## src/rtl/sram_shift_responder.sv

```systemverilog
// Arbitrates one-cycle read/write request pulses onto a single synchronous SRAM port; SHIFT_RESP_STATS_EN adds issued-op counters.
// Latency: request to command/ack one cycle; read data valid SRAM_RD_LATENCY cycles after its command.
// Backpressure: none; one request per type is held, and a duplicate while held is dropped and raises sticky proto_err.
module sram_shift_responder #(
    parameter int SRAM_ADDR_WIDTH = 19,
    parameter int SRAM_DATA_WIDTH = 72,
    parameter int SRAM_RD_LATENCY = 2,
    parameter int WR_TURNAROUND   = 1
) (
    input  logic                       clk,
    input  logic                       reset,
    input  logic                       rd_req,
    input  logic [SRAM_ADDR_WIDTH-1:0] rd_addr,
    output logic                       rd_ack,
    output logic [SRAM_DATA_WIDTH-1:0] rd_data,
    output logic                       rd_vld,
    input  logic                       wr_req,
    input  logic [SRAM_ADDR_WIDTH-1:0] wr_addr,
    input  logic [SRAM_DATA_WIDTH-1:0] wr_data,
    output logic                       wr_ack,
    output logic [SRAM_ADDR_WIDTH-1:0] sram_addr,
    output logic                       sram_we,
    output logic                       sram_cs,
    output logic [SRAM_DATA_WIDTH-1:0] sram_wdata,
    input  logic [SRAM_DATA_WIDTH-1:0] sram_rdata,
    output logic                       proto_err,
    output logic [31:0]                rd_count,
    output logic [31:0]                wr_count
);

    typedef enum logic [1:0] {IDLE, ISSUE_RD, ISSUE_WR, TURN} state_t;

    localparam bit         TURN_EN   = (WR_TURNAROUND > 0);
    localparam logic [1:0] TURN_LOAD = 2'((WR_TURNAROUND > 0) ? (WR_TURNAROUND - 1) : 0);

    state_t                       state, state_nxt;
    logic [1:0]                   turn_cnt, turn_cnt_nxt;
    logic                         last_rd;
    logic                         rd_pend, wr_pend;
    logic [SRAM_ADDR_WIDTH-1:0]   rd_addr_q, wr_addr_q;
    logic [SRAM_DATA_WIDTH-1:0]   wr_data_q;
    logic                         issue_rd, issue_wr;
    logic                         rd_accept, wr_accept;
    logic [SRAM_RD_LATENCY-1:0]   vld_sr;
    logic [SRAM_RD_LATENCY:0]     vld_shift;

    // A held request may be replaced on the same edge it is issued.
    assign rd_accept = !rd_pend || issue_rd;
    assign wr_accept = !wr_pend || issue_wr;
    assign vld_shift = {vld_sr, issue_rd};

    always_comb begin
        state_nxt    = state;
        turn_cnt_nxt = turn_cnt;
        issue_rd     = 1'b0;
        issue_wr     = 1'b0;
        case (state)
            TURN: begin
                if (turn_cnt == 2'd0) begin
                    state_nxt = ISSUE_WR;
                    issue_wr  = 1'b1;
                end else begin
                    turn_cnt_nxt = turn_cnt - 2'd1;
                end
            end
            default: begin
                // Round-robin when both are held: prefer the type not issued last.
                if (rd_pend && (!wr_pend || !last_rd)) begin
                    state_nxt = ISSUE_RD;
                    issue_rd  = 1'b1;
                end else if (wr_pend) begin
                    if (last_rd && TURN_EN) begin
                        state_nxt    = TURN;
                        turn_cnt_nxt = TURN_LOAD;
                    end else begin
                        state_nxt = ISSUE_WR;
                        issue_wr  = 1'b1;
                    end
                end else begin
                    state_nxt = IDLE;
                end
            end
        endcase
    end

    always_ff @(posedge clk) begin
        if (reset) begin
            state      <= IDLE;
            turn_cnt   <= 2'd0;
            last_rd    <= 1'b0;
            rd_pend    <= 1'b0;
            wr_pend    <= 1'b0;
            rd_addr_q  <= '0;
            wr_addr_q  <= '0;
            wr_data_q  <= '0;
            proto_err  <= 1'b0;
            sram_cs    <= 1'b0;
            sram_we    <= 1'b0;
            sram_addr  <= '0;
            sram_wdata <= '0;
            rd_ack     <= 1'b0;
            wr_ack     <= 1'b0;
            vld_sr     <= '0;
            rd_vld     <= 1'b0;
            rd_data    <= '0;
        end else begin
            state    <= state_nxt;
            turn_cnt <= turn_cnt_nxt;
            if (issue_rd) begin
                last_rd <= 1'b1;
            end else if (issue_wr) begin
                last_rd <= 1'b0;
            end

            if (rd_req && rd_accept) begin
                rd_pend   <= 1'b1;
                rd_addr_q <= rd_addr;
            end else if (issue_rd) begin
                rd_pend <= 1'b0;
            end

            if (wr_req && wr_accept) begin
                wr_pend   <= 1'b1;
                wr_addr_q <= wr_addr;
                wr_data_q <= wr_data;
            end else if (issue_wr) begin
                wr_pend <= 1'b0;
            end

            proto_err <= proto_err | (rd_req && !rd_accept) | (wr_req && !wr_accept);

            sram_cs <= issue_rd | issue_wr;
            sram_we <= issue_wr;
            rd_ack  <= issue_rd;
            wr_ack  <= issue_wr;
            if (issue_rd) begin
                sram_addr <= rd_addr_q;
            end else if (issue_wr) begin
                sram_addr  <= wr_addr_q;
                sram_wdata <= wr_data_q;
            end

            vld_sr <= vld_shift[SRAM_RD_LATENCY-1:0];
            rd_vld <= vld_sr[SRAM_RD_LATENCY-1];
            if (vld_sr[SRAM_RD_LATENCY-1]) begin
                rd_data <= sram_rdata;
            end
        end
    end

`ifdef SHIFT_RESP_STATS_EN
    always_ff @(posedge clk) begin
        if (reset) begin
            rd_count <= 32'd0;
            wr_count <= 32'd0;
        end else begin
            if (issue_rd) begin
                rd_count <= rd_count + 32'd1;
            end
            if (issue_wr) begin
                wr_count <= wr_count + 32'd1;
            end
        end
    end
`else
    assign rd_count = 32'd0;
    assign wr_count = 32'd0;
`endif

endmodule

```

## config.mk

```make
export PLATFORM = sky130hd
export DESIGN_NAME = sram_shift_responder
export DESIGN_NICKNAME = d
export VERILOG_FILES = /design/src/rtl/sram_shift_responder.sv
export SDC_FILE = /design/constraint.sdc
export NUM_CORES = 1
export LEC_CHECK = 0
export ABC_AREA = 0
export CORE_MARGIN = 1.5
export CORE_UTILIZATION = 35
export CTS_CLUSTER_SIZE = 20
export DETAILED_ROUTE_END_ITERATION = 10
export SLEW_MARGIN = 20
export SYNTH_ARGS = -nofsm -noshare
export SYNTH_HDL_FRONTEND = slang
export SYNTH_SLANG_ARGS = --single-unit
```

## constraint.sdc

```tcl
create_clock -name clk -period 2 [get_ports clk]
set_input_delay 0.6 -clock clk [delete_from_list [all_inputs] [get_ports clk]]
set_output_delay 0.6 -clock clk [all_outputs]
set_load 0.01 [all_outputs]
```

* Word-level counts from Yosys, hierarchy flattened
Index checks and enable logic that the tools add are counted.
** Word-level totals
- Flip-flop bits (word level) :: 287
- Bits of input ports :: 186
- Output and inout port bits :: 233
- Logic and storage cells :: 71
** Cells by class
- Add/sub/neg operators :: 1
- Equality and inequality tests :: 4
- Muxes and demuxes :: 24
- Bitwise operators :: 4
- Reduce and logical (&&, ||, !) cells :: 21
** Operators with widths (count)
- two-way mux 19 bit :: 2
- two-way mux 2 bit :: 9
- two-way mux 1 bit :: 13
- nonzero test 2 bit :: 5
- logical AND 1 bit :: 5
- zero test 1 bit :: 5
- inequality test 2 bit (second input constant) :: 2
- AND reduction 4 bit :: 1
- logical OR 1 bit :: 3
- bitwise OR 1 bit :: 3
- equality test 2 bit (second input constant) :: 1
- zero test 2 bit :: 1
- inequality test 2 x 1 -> 1 bit (second input constant) :: 1
- AND reduction 2 bit :: 1
- subtractor 2 x 1 -> 2 bit (second input constant) :: 1
- NOT 1 bit :: 1

* Longest topological paths before layout
Gate-level depths: netlist (run 1).
- Depth in word-level cells :: 10
- Mapped depth :: 8
- Mapped depth without buffers :: 5

* Worst setup path after synthesis (run 1)
No wires, ideal clock.
- Path type :: input -> register
- From :: input port reset
- To :: register rd_data[16]
- Setup time :: 128 ps
- Arrival :: 1505 ps
- Data required time :: 1872 ps
- Slack :: 367 ps
- Cell stages on the path :: 5
- Buffers on the path :: 4
- Cells stage by stage :: buf_2 -> buf_2 -> clkbuf_1 -> clkbuf_1 -> nor2_1
** RTL lines
- start, declared :: line 11 : input logic reset,
- end signal, assigned :: line 146 : rd_data <= sram_rdata;
- end, declared :: line 15 : output logic [SRAM_DATA_WIDTH-1:0] rd_data,
No word-level cell between the ends.

* Worst setup path in the final report (run 1)
- From :: register rd_data[33]
- To :: output port rd_data[33]
No word-level cell between the ends.

==> metrics, run 1 <==
total core area between 30000 and 40000 µm²; fin nets between 1500 and 2000; Reg2Reg Depth 6; Critical Path RT approximately 1.4 ns; asr flop ratio synth 0%; Crit. End Element output port; R2R setup slack between 0.15 and 0.2 ns; initial antenna violation count 2; ANT cells 0; Crit Path Max Fanout 2; Worst VDD drop 650.9 µV; crit path kind reg2out; flops & latches, synth roughly 290; insertion delay to the later sink of the worst-skew pair approximately 0.5 ns; leading cell type in the layout, fill and taps excluded nand2b_1; sequential share of the synthesized area 47.62%; layout cells sized above 1 roughly 5.5%; Max Clk Rate just over 0.5 GHz; met3 GRT Util 4.135%; total power ~13 mW; crit share post-route between 90% and 100%; # H-tree levels 2; Slew @ Worst Pin approximately 0.59 ns; chip width between 150 and 200 µm; CP cell instances clkdlybuf4s50_1; Sink Count 286; met1 Usage GRT a little over a fifth; GR Util All Layers ~16%; post-CTS setup buffers 0; fin area about 17000 µm²; Fin Setup TNS 0 ns; grt met2 use 26.67%; Hold EP sram_cs$_SDFF_PP0_; number of synthesized flops with an enable pin 0; first-pass GRT wire length around 46000 µm; min Tclk post-route approximately 2.0 ns; mapped cell area roughly 12000 µm²; routed len/inst around 15 µm; CTS tree built; FP Rows 67; CP peak stage delay roughly 0.54 ns; Initial DRC Count 310; FILL cells approximately 3100; CTS root buf clkbuf_16; Syn Inst Count 1130; Top FF cell, synth dfxtp_1; pwr dens between 800 and 900 nW/µm²; clk slew on worst S/H paths 0.06 ns; outcome completed; Hold Path Origin reset; capture point of the worst reg-to-reg path sram_wdata[36]$_SDFFE_PP0P_; vias per inst 4.389; Leak between 7 and 8 nW; Mean Syn Cell Area ~11 µm²; Min-Delay Path Class in2reg; Rel. slew slack about three fifths; DRT Pass-1 Iters 4; Die Height around 190 µm; gpl congestion about 0.76; Longest Clk Path Bufs 3; CP Buf/Inv Count 1; clock skew 0.01809 ns; most frequent cells in the layout 293 x nand2b_1, 285 x dfxtp_1, 254 x mux2i_1; residual overflow from global routing 0; Area Growth Syn to Fin 38.85%; Setup crit start kind flop; hold-critical path depth 2; Final Routed Wirelength between 20000 and 30000 µm; GR peak layer met2; num ports between 400 and 500; Critical Path AT approximately 1.4 ns; Ys Warns 0; Hold Worst Slack around 0.36 ns; Yosys cell types 35; routed via count approximately 8500; vias in the first global route roughly 8500; Initial Util 35.68%; Final Hold Viols 0; Critical R2R Launch turn_cnt[0]$_SDFFE_PP0P_; Post-DP Area around 16000 µm²; pin count of the biggest net entering global routing approximately 170; IO buf count 354; placed wire-length estimate approximately 20000 µm; Top delay family on crit path buffers and inverters; max capacitance violation total 0; Slew Limit Fails 0; slowest stage cell, crit path clkdlybuf4s50_1; RSZ-0062 raised after global routing false; CTS buffer count 34; DR DRC count 0; DRT antenna net count 0; die area 35470 µm²; final setup fails 0
==> cells by family (layout without fill, tap and decap cells) <==
family,after synthesis,in the layout,synth area share (%)
other,1,64,0.03119
buffers and inverters,148,436,8.887
AO/OA/AOI/OAI,40,40,3.008
AND/OR/NAND/NOR,400,400,19.20
flip-flops,286,286,47.62
multiplexers,254,254,21.15
adder cells (fa/ha/maj),1,1,0.1041
==> how the worst max path moves through the flow <==
stage / from / endpoint / cells past startpoint
4_1_cts: sram_wdata[13]$_SDFFE_PP0P_ / sram_wdata[13] / 1
5_1_grt: rd_data[10]$_SDFFE_PP0P_ / rd_data[10] / 1
6_report: rd_data[33]$_SDFFE_PP0P_ / rd_data[33] / 1
3_3_place_gp: wr_req / wr_addr_q[5]$_SDFFE_PP0P_ / 6
3_5_place_dp: wr_req / wr_addr_q[5]$_SDFFE_PP0P_ / 6
2_1_floorplan: reset / rd_data[16]$_SDFFE_PP0P_ / 5
==> per-layer routing <==
metal / vias up / wire (µm) / share of wire (%)
met3: 60 / 1796 / 6.0
li1: 4277 / - / -
met1: 3878 / 13230 / 45
met2: 248 / 13880 / 47
met4: 4 / 784 / 2.6
met5: - / 27 / 0.091
==> cells in the mapped netlist, types with 2 or more instances <==
library cell | instances | area (µm²)
nand2b_1 | 293 | 1833
dfxtp_1 | 286 | 5725
mux2i_1 | 254 | 2542
nor2_1 | 76 | 285.3
buf_4 | 67 | 503.0
clkbuf_1 | 37 | 138.9
and3_1 | 20 | 125.1
a221o_1 | 19 | 190.2
buf_2 | 13 | 65.06
buf_6 | 11 | 123.9
buf_12 | 10 | 200.2
a21oi_1 | 7 | 35.03
buf_1 | 6 | 22.52
inv_1 | 4 | 15.01
nor2b_1 | 3 | 18.77
a31oi_1 | 2 | 12.51
nand3_1 | 2 | 10.01
o21ai_1 | 2 | 10.01
or3_1 | 2 | 12.51
==> state kept, by name, indices dropped and copies added, names as in the netlist <==
signal and flops:
rd_pend 1, wr_addr_q 19, sram_we 1, turn_cnt 2, rd_addr_q 19, rd_vld 1
sram_addr 19, rd_data 72, last_rd 1, proto_err 1, sram_cs 1, sram_wdata 72
vld_sr 2, wr_data_q 72, wr_pend 1, state 2
==> timing repair <==
action / 4_1_cts / 5_1_grt
gates cloned: 0 / 0
endpoints found under the setup margin: 113 / 37
gates resized for setup: 113 / 37
pin swaps: 0 / 0
hold buffers: 0 / 0
==> stage by stage <==
step	util [%]	instances	setup WS, ns
final	49.54	1929	0.04297
after global routing	49.54	1929	0.001470
after CTS	49.26	1929	0.0001597
after detailed placement	46.61	1877	-0.06217
after global placement	46.61	1877	-0.007366
after floorplan	-	1193	0.3675
==> area by class of cell <==
class,instances,area [µm²],area share (%)
inverter,4,15.01,0.08994
tap,448,560.5,3.358
timing repair buffer,380,3869,23.17
clock inverter,6,58.81,0.3523
clock buffer,46,977.2,5.854
sequential,286,5729,34.32
multi-input combinational,759,5484,32.85
==> power by group <==
group / internal [mW] / switching (mW) / total [mW]
Combinational: 0.878 / 0.674 / 1.55
Clock: 3.51 / 2.27 / 5.78
Sequential: 5.96 / 0.121 / 6.08
Total: 10.3 / 3.06 / 13.4
No activity file was read; power rests on OpenSTA's default activity.
==> run 2, diff against run 1 <==
--- a/config.mk
+++ b/config.mk
@@ -10,6 +10,7 @@
 export CORE_UTILIZATION = 35
 export CTS_CLUSTER_SIZE = 20
 export DETAILED_ROUTE_END_ITERATION = 10
+export PLACE_DENSITY = 0.7
 export SLEW_MARGIN = 20
 export SYNTH_ARGS = -nofsm -noshare
 export SYNTH_HDL_FRONTEND = slang
==> run 2 against run 1 <==
Maximum frequency rose by 4.3%. Sequential power barely moved. Design area fell by 0.40%. Critical path type unchanged. Critical endpoint is now proto_err.
==> metrics, run 2 (synthesized netlist as in run 1, its figures left out) <==
outcome completed; Initial DRC Count between 300 and 400; Critical Path AT between 1 and 1.5 ns; Initial Util 35.68%; CP cell instances dlygate4sd2_1; Final Routed Wirelength just under 30000 µm; vias per inst 4.378; IO buf count roughly 350; Reg2Reg Depth 7; fin area between 15000 and 20000 µm²; FP Rows 67; Min-Delay Path Class in2reg; DP Cell Count between 1500 and 2000; final non-filler cell total about 1900; slowest stage cell, crit path dlygate4sd2_1; Post-DP Area about 16000 µm²; CTS tree built; Crit. End Element output port; Sink Count 286; CP peak stage delay around 0.4 ns; setup slack after layout roughly 0.12 ns; initial antenna violation count 0; total power ~13 mW; clk slew on worst S/H paths 0.06 ns; # H-tree levels 1; final setup fails 0; CTS buffer count 31; met1 Usage GRT between 20% and 30%; Comb pwr share 11.5%; Worst VDD drop 651.2 µV; insertion delay to the later sink of the worst-skew pair between 0.5 and 0.6 ns; grt met2 use 26.95%; Crit Path Max Fanout 2; gpl congestion just under 0.8; clock share of power a little over two fifths; biggest registers after layout rd_data: 72 flops, sram_wdata: 72 flops, wr_data_q: 72 flops; Hold Buf Count CTS 0; vias in the first global route around 8400; Hold EP turn_cnt[1]$_SDFFE_PP0P_; crit path kind reg2out; met3 GRT Util under 10%; Hold Worst Slack around 0.35 ns; num ports 419; residual overflow from global routing 0; layout cells sized above 1 under 10%; GR Util All Layers 15.86%; DRT antenna net count 0; Hold Path Origin reset; Setup crit start kind flop; routed len/inst around 15 µm; most frequent cells in the layout 293 x nand2b_1, 285 x dfxtp_1, 254 x mux2i_1; pwr dens between 800 and 900 nW/µm²; chip width 188.3 µm; post-place setup slack -0.1269 ns; placed wire-length estimate between 20000 and 25000 µm; min Tclk post-route between 1.5 and 2 ns; capture point of the worst reg-to-reg path wr_data_q[45]$_SDFFE_PP0P_; pin count of the biggest net entering global routing about 110; Critical Path RT roughly 1.4 ns; sw frac a little under a quarter; CTS root buf clkbuf_16; net switching power roughly 3.1 mW; Area Growth Syn to Fin 38.29%; fin nets between 1500 and 2000; Slew Limit Fails 0; crit share post-route 93.81%; Seq pwr share 45.1%; Final Hold Viols 0; DR DRC count 0; post-CTS setup buffers 0; Internal between 10 and 15 mW; Top delay family on crit path buffers and inverters; die area around 35000 µm²; ANT cells 0; Die Height approximately 190 µm; routed via count roughly 8500; FILL cells around 3100; Post-CTS Resized 169; first-pass GRT wire length about 46000 µm; DRT Pass-1 Iters 4; R2R setup slack 0.21 ns; max capacitance violation total 0; Leak 7.626 nW; CP Buf/Inv Count 1; total core area about 34000 µm²; leading cell type in the layout, fill and taps excluded nand2b_1; GR peak layer met2; Max Clk Rate 0.5330 GHz; Critical R2R Launch turn_cnt[0]$_SDFFE_PP0P_; hold-critical path depth 2; RSZ-0062 raised after global routing false; Longest Clk Path Bufs 3; clock skew between 0.007 and 0.008 ns
[run 2: how the worst max path moves through the flow]
stage	start	end	slack (ns)	cells after the start
floorplan	reset	rd_data[16]$_SDFFE_PP0P_	0.37	5
global placement	wr_req	wr_data_q[49]$_SDFFE_PP0P_	-0.08	6
detailed placement	wr_req	wr_data_q[50]$_SDFFE_PP0P_	-0.13	6
CTS	proto_err$_SDFF_PP0_	proto_err	0.06	1
global route	turn_cnt[0]$_SDFFE_PP0P_	wr_data_q[0]$_SDFFE_PP0P_	0.05	7
finish	proto_err$_SDFF_PP0_	proto_err	0.12	1
[run 2: cell type report]
cell class	instances	area (µm²)	share of cell area, %
Sequential cell	286	5729	34.46
Multi-Input combinational cell	759	5490	33.02
Timing Repair Buffer	388	3779	22.73
Clock buffer	44	884.6	5.321
Tap cell	448	560.5	3.371
Clock inverter	13	167.7	1.008
Inverter	4	15.01	0.09031
[run 2: power groups by stage]
stage / clock network (mW) / registers (mW) / logic, mW
floorplan: 0 / 6.21 / 0.962
global placement: 0 / 6.20 / 1.61
detailed placement: 0 / 6.20 / 1.62
CTS: 6.04 / 6.07 / 1.57
global route: 6.27 / 6.10 / 1.68
finish: 5.86 / 6.07 / 1.55
[run 2: metrics by stage]
step	TNS (ns)	utilization (%)
CTS	0	49.34
finish	0	49.34
global route	0	49.34
detailed placement	-6.626	46.84
floorplan	0	-
global placement	-4.323	46.84
[run 2: metal layers]
layer	wire length [µm]	vias to the layer above	share of wire, %
met3	1509	32	5.2
met4	448	0	1.5
met5	0	-	0
met2	13930	238	48
met1	13390	3934	46
li1	-	4299	-
